===== config.mk =====
export PLATFORM = sky130hd
export DESIGN_NAME = zmips_wb_arbiter
export DESIGN_NICKNAME = d
export VERILOG_FILES = /design/src/rtl/zmips_wb_arbiter.sv
export SDC_FILE = /design/constraint.sdc
export NUM_CORES = 1
export LEC_CHECK = 0
export BUFFER_PORTS_ARGS = -buffer_cell sky130_fd_sc_hd__buf_4
export CAP_MARGIN = 20
export CORE_MARGIN = 2
export CORE_UTILIZATION = 35
export CTS_CLUSTER_SIZE = 25
export DETAILED_ROUTE_END_ITERATION = 12
export PLACE_DENSITY = 0.64
export SETUP_SLACK_MARGIN = 0.4
export SYNTH_ARGS = -nofsm -noshare
export SYNTH_HDL_FRONTEND = slang
export SYNTH_SLANG_ARGS = --single-unit

===== constraint.sdc =====
create_clock -name clk -period 2.6 [get_ports clk]
set_clock_uncertainty 0.05 [all_clocks]
set_input_delay 0.39 -clock clk [delete_from_list [all_inputs] [get_ports clk]]
set_output_delay 0.39 -clock clk [all_outputs]
set_load 0.02 [all_outputs]

===== src/rtl/zmips_wb_arbiter.sv =====
// zmips_wb_arbiter: round-robin writeback arbiter for the register file write port,
// with a per-register busy scoreboard that stalls reads of pending destinations.
module zmips_wb_arbiter #(
    parameter int DATA_W = 32,
    parameter int NREG   = 30
) (
    input  logic              clk,
    input  logic              rst,
    input  logic              a_valid,
    input  logic [4:0]        a_addr,
    input  logic [DATA_W-1:0] a_data,
    output logic              a_ready,
    input  logic              b_valid,
    input  logic [4:0]        b_addr,
    input  logic [DATA_W-1:0] b_data,
    output logic              b_ready,
    input  logic              iss_valid,
    input  logic [4:0]        iss_addr,
    input  logic [4:0]        chk_addr_0,
    input  logic [4:0]        chk_addr_1,
    output logic              stall,
    output logic              wr,
    output logic [4:0]        wr_addr,
    output logic [DATA_W-1:0] wr_data,
    output logic [NREG-1:0]   busy,
    output logic              err
);
    logic              prio;
    logic              acc;
    logic              sel_ok;
    logic [4:0]        sel_addr;
    logic [DATA_W-1:0] sel_data;
    logic [NREG-1:0]   busy_nxt;

    assign a_ready  = a_valid & (~b_valid | ~prio);
    assign b_ready  = b_valid & (~a_valid | prio);
    assign acc      = a_ready | b_ready;
    assign sel_addr = b_ready ? b_addr : a_addr;
    assign sel_data = b_ready ? b_data : a_data;
    assign sel_ok   = sel_addr < 5'(NREG);

    // a fresh issue to the register being written back wins over the clear
    always_comb begin
        busy_nxt = '0;
        stall    = 1'b0;
        for (int r = 0; r < NREG; r++) begin
            busy_nxt[r] = (iss_valid && iss_addr == 5'(r)) | (busy[r] & ~(wr && wr_addr == 5'(r)));
            stall       = stall | (busy[r] & (chk_addr_0 == 5'(r) || chk_addr_1 == 5'(r)));
        end
    end

    always_ff @(posedge clk or posedge rst) begin
        if (rst) begin
            prio    <= 1'b0;
            wr      <= 1'b0;
            wr_addr <= '0;
            wr_data <= '0;
            busy    <= '0;
            err     <= 1'b0;
        end else begin
            busy <= busy_nxt;
            wr   <= acc & sel_ok;
            err  <= err | (acc & ~sel_ok);
            if (acc) prio <= a_ready;
            if (acc && sel_ok) begin
                wr_addr <= sel_addr;
                wr_data <= sel_data;
            end
        end
    end
endmodule


After elaboration in Yosys (flattened, before gate mapping)
Index checks and enable logic that the tools add are counted.

Register bits: 70. Bits of input ports: 94. Output and inout port bits: 72. Word-level logic and storage cells: 381.

$lt $le $gt $ge: 1. Equality and inequality tests: 116. Mux-type cells: 2. Bitwise operators: 161. Reductions and logical operators: 95.

Operator list (number): $eq A5 B5 Y1 const B (56); $eq A5 B4 Y1 const B (32); $eq A5 B3 Y1 const B (16); $and A1 B1 Y1 (64); $or A1 B1 Y1 (63); $logic_and A1 B1 Y1 (61); $eq A5 B2 Y1 const B (8); $not A1 Y1 (34); $mux W32 (1); $logic_or A1 B1 Y1 (30); $eq A5 B1 Y1 const B (4); $logic_not A5 Y1 (4); $lt A5 B5 Y1 const B (1); $mux W5 (1).

Depth between registers and ports, before layout
Word-level depth: 32. Depth in mapped cells: 9. Gate-level depth less buffers: 6.

Worst setup path before layout
No wires, ideal clock.

Kind: input -> output. Start point: in chk_addr_0[1]. End point: out stall. Data arrival time: 1.916 ns. Data required time: 2.160 ns. Path slack: 0.244 ns. Stages on the path: 7. Buffers on the path: 1. Cell sequence: buf_2 -> nor2b_1 -> a2bb2oi_1 -> nor3_1 -> or4_1 -> a2111oi_0 -> nand4_1.

Cells in the longest elaborated chain, start to end: 32. Elaborated cells between the ends (all ways): 119. Those cells by class: eq/ne (29); bitwise (59); reduce/logical (31).

Ends and longest elaborated chain: start, declared (RTL line 19) `input logic [4:0] chk_addr_0,`; $eq A5 B1 Y1 / $logic_not A5 Y1 (equally long branches) (RTL line 48) `stall = stall | (busy[r] & (chk_addr_0 == 5'(r) || chk_addr_1 == 5'(r)));`; $logic_or A1 B1 Y1 (RTL line 48); $and A1 B1 Y1 (RTL line 48); $or A1 B1 Y1 (28 in series) (RTL line 48); $or A1 B1 Y1 * (RTL line 48); end, declared (RTL line 21) `output logic stall,`.

Every way passes the cells marked *; elsewhere a longest branch is shown, timed or not.

Final worst setup path
Start point: reg busy[28]. End point: out stall.

Cells in the longest elaborated chain, start to end: 3.

Ends and longest elaborated chain: start, declared (RTL line 25) `output logic [NREG-1:0] busy,`; start signal, assigned (RTL line 61) `busy <= busy_nxt;`; $and A1 B1 Y1 (RTL line 48); $or A1 B1 Y1 (2 in series) (RTL line 48).

Every way passes these cells.

==> impl_metrics.env <==
export IMPL_numPortBuffers=165
export IMPL_dr_wl_met2_um=6220
export IMPL_arrival_ns=2.10
export IMPL_top_layer="met4"
export IMPL_synth_ff_type="dfrtp_1"
export IMPL_worst_pin_slew_ns=0.389
export IMPL_synth_edff_count=0
export IMPL_p_switching_mw=1.83
export IMPL_powerDensity_nw_per_um2=833
export IMPL_num_antenna_cells=0
export IMPL_routed_via_density=5.32
export IMPL_clock_root_buffer="clkbuf_8"
export IMPL_leakagePower_nw=2.48
export IMPL_met1_length_um=5490
export IMPL_slew_headroom=0.740
export IMPL_synth_top_cell_area_share=0.457
export IMPL_routed_wl_um=13400
export IMPL_ir_drop_v=0.000381
export IMPL_clockPowerShare=0.185
export IMPL_ant_nets=0
export IMPL_grt_pass1_wl_um=20700
export IMPL_critical_path_class="reg -> out"
export IMPL_synth_seq_cells=70
export IMPL_yosysMostFrequentCell="nand2_1"
export IMPL_start_util=0.357
export IMPL_drv_slew=0
export IMPL_post_route_cells_drive_above_1_share=0.352
export IMPL_fp_dieH_um=109
export IMPL_cts_tree="done"
export IMPL_max_stage_delay_ns=0.54
export IMPL_switching_share=0.402
export IMPL_grt_max_degree=71
export IMPL_nNetsFinal=713
export IMPL_ys_top_cells_by_count="nand2_1, dfrtp_1, o21ai_0"
export IMPL_outcome="finished clean"
export IMPL_stdcell_count=762
export IMPL_setup_viol=0
export IMPL_first_pass_iters=4
export IMPL_wl_per_cell_um=17.6
export IMPL_pwr_share_seq=0.399
export IMPL_placed_area_um2=5210
export IMPL_antenna_found_initial=0
export IMPL_finalPower_mw=4.56
export IMPL_synthesis_nets=546
export IMPL_grt_overflow=0
export IMPL_placed_cells=742
export IMPL_syn_area_per_cell_um2=8.48
export IMPL_ys_types=41
export IMPL_cp_end_kind="output port"
export IMPL_syn_to_final_growth_pct=42.8
export IMPL_yosysWarnings=0
export IMPL_drc=0
export IMPL_ff_latch_area_um2=1750
export IMPL_clk_pin_slew_ns=0.07
export IMPL_period_needed_ns=2.54
export IMPL_vias=4056
export IMPL_drt_initial_drc_count=251
export IMPL_gp_congestion=1.05
export IMPL_synth_area_top_cells="dfrtp_1, o21ai_0, nand2_1"
export IMPL_die_area_um2=11800
export IMPL_core_area_um2=10700
export IMPL_seq_area_frac_synth=0.457
export IMPL_p_int_mw=2.73
export IMPL_final_area_um2=5470
export IMPL_min_path_type="in -> async"
export IMPL_fp_dieW_um=109
export IMPL_clock_sinks=70
export IMPL_rows=38
export IMPL_cp_start_kind="flip-flop"
export IMPL_synth_cells=452
export IMPL_met3RoutedLength_um=1180
export IMPL_grtUsageTotal=0.229
export IMPL_combPwrFrac=0.416
export IMPL_htreeDepth=3
export IMPL_clk_path_buf_depth=2
export IMPL_hold_violations=0
export IMPL_grt_pass1_vias=3960
export IMPL_rsz0062_at_grt="true"
export IMPL_dp_hpwl_um=10300
export IMPL_final_core_util=0.509
export IMPL_nFillCells=1064
export IMPL_multi_input_area_um2=1920
export IMPL_synth_area_um2=3830
export IMPL_worstPathRequired_ns=2.16
export IMPL_crit_chain="mux2i_1, nor4b_1, or4_1, a2111oi_2, nand4_1, buf_6"
export IMPL_postCtsHoldBufs=0
export IMPL_numCtsBuffers=9
export IMPL_insertion_delay_ns=0.35
export IMPL_crit_slowest_cell="or4_1"
export IMPL_synth_largest_area_cell="dfrtp_1"
export IMPL_crit_fanout=2
export IMPL_cap_violations=0
export IMPL_ioPinCount=166
export IMPL_async_flop_share=1.00
export IMPL_fmaxAchievable_mhz=394
export IMPL_period_share=0.977
state kept, by name, summed over array words and instances (netlist names):
signal / cells
wr_addr: 5
prio: 1
err: 1
wr_data: 32
busy: 30
wr: 1
what timing repair did:
action	CTS	global route
pin swaps	5	1
hold endpoints to repair	0	0
setup endpoints to repair	29	28
buffers inserted	3	3
resized for setup	7	2
final cells by class:
type / instances / area share
Clock buffer: 14 / 0.0352
Tap cell: 140 / 0.0320
Multi-Input combinational cell: 347 / 0.351
Timing Repair Buffer: 183 / 0.255
Inverter: 8 / 0.00640
Sequential cell: 70 / 0.321
power by group through the flow:
stage                     sequential (mW)  combinational (mW)  clock [mW]
after global routing                 1.86                2.04       0.914
after floorplan                      2.05               0.610           0
after detailed placement             1.85                1.84           0
after global placement               1.85                1.81           0
after CTS                            1.82                1.90       0.863
final                                1.82                1.90       0.846
per-stage QoR:
step / hold WS [ns] / TNS [ns] / setup slack (ns)
6_report: 0.0786 / 0 / 0.0610
5_1_grt: 0.116 / -0.0316 / -0.0316
4_1_cts: 0.0985 / 0 / 0.0596
3_5_place_dp: 0.401 / 0 / 0.163
3_3_place_gp: 0.397 / 0 / 0.135
2_1_floorplan: 0.429 / 0 / 0.315
path summary, 6_finish.rpt:
kind	startpoint	end	slack [ns]	depth (start not counted)
max reg2reg	prio	wr_data[8]	0.56	7
min in group clk	b_valid	prio	0.21	2
min reg2reg	err	err	0.42	1
max in group asynchronous	rst	wr_data[4]	2.11	3
max	busy[28]	stall	0.06	6
min	rst	prio	0.08	3
kinds of logic (layout without fill, tap and decap cells):
kind of cell | Yosys count | count (layout) | synth area share
multiplexers | 17 | 17 | 0.0457
buffers and inverters | 35 | 205 | 0.0532
AND/OR/NAND/NOR | 199 | 199 | 0.245
AO/OA/AOI/OAI | 131 | 131 | 0.199
flip-flops | 70 | 70 | 0.457
worst max-delay path, delay by kind of cell, from the launching register on:
kind / cells / cell delay [ns]
AOI/OAI and AO/OA: 1 / 0.22
muxes: 1 / 0.16
DFF: 1 / 0.43
buffers and inverters: 1 / 0.17
and+or+nand+nor: 3 / 0.78
layer usage:
metal / up-vias / track usage
met5: - / 0
met4: 0 / 0.105
met3: 34 / 0.0669
met2: 209 / 0.371
met1: 1861 / 0.283
li1: 1952 / -
placed cells by master, fill, tap and decap left out, types with 3 or more instances in the layout:
| cell | netlist | final |
|---|---|---|
| nor2_1 | 47 | 47 |
| a21oi_1 | 10 | 10 |
| nor2b_1 | 8 | 6 |
| nor4_1 | 3 | 3 |
| nand3_1 | 11 | 11 |
| dfrtp_1 | 70 | 68 |
| a31oi_1 | 40 | 40 |
| nand4_1 | 7 | 7 |
| mux2i_1 | 13 | 11 |
| or2_2 | 4 | 4 |
| nand2b_1 | 12 | 11 |
| buf_4 | 0 | 180 |
| nor3_1 | 5 | 5 |
| mux2_2 | 4 | 4 |
| inv_1 | 7 | 5 |
| nor3b_1 | 4 | 4 |
| nand2_1 | 81 | 81 |
| nand3b_1 | 4 | 4 |
| clkbuf_8 | 0 | 14 |
| o21ai_0 | 65 | 65 |
| nand4b_1 | 5 | 5 |
(Power assumes the default switching activity.)
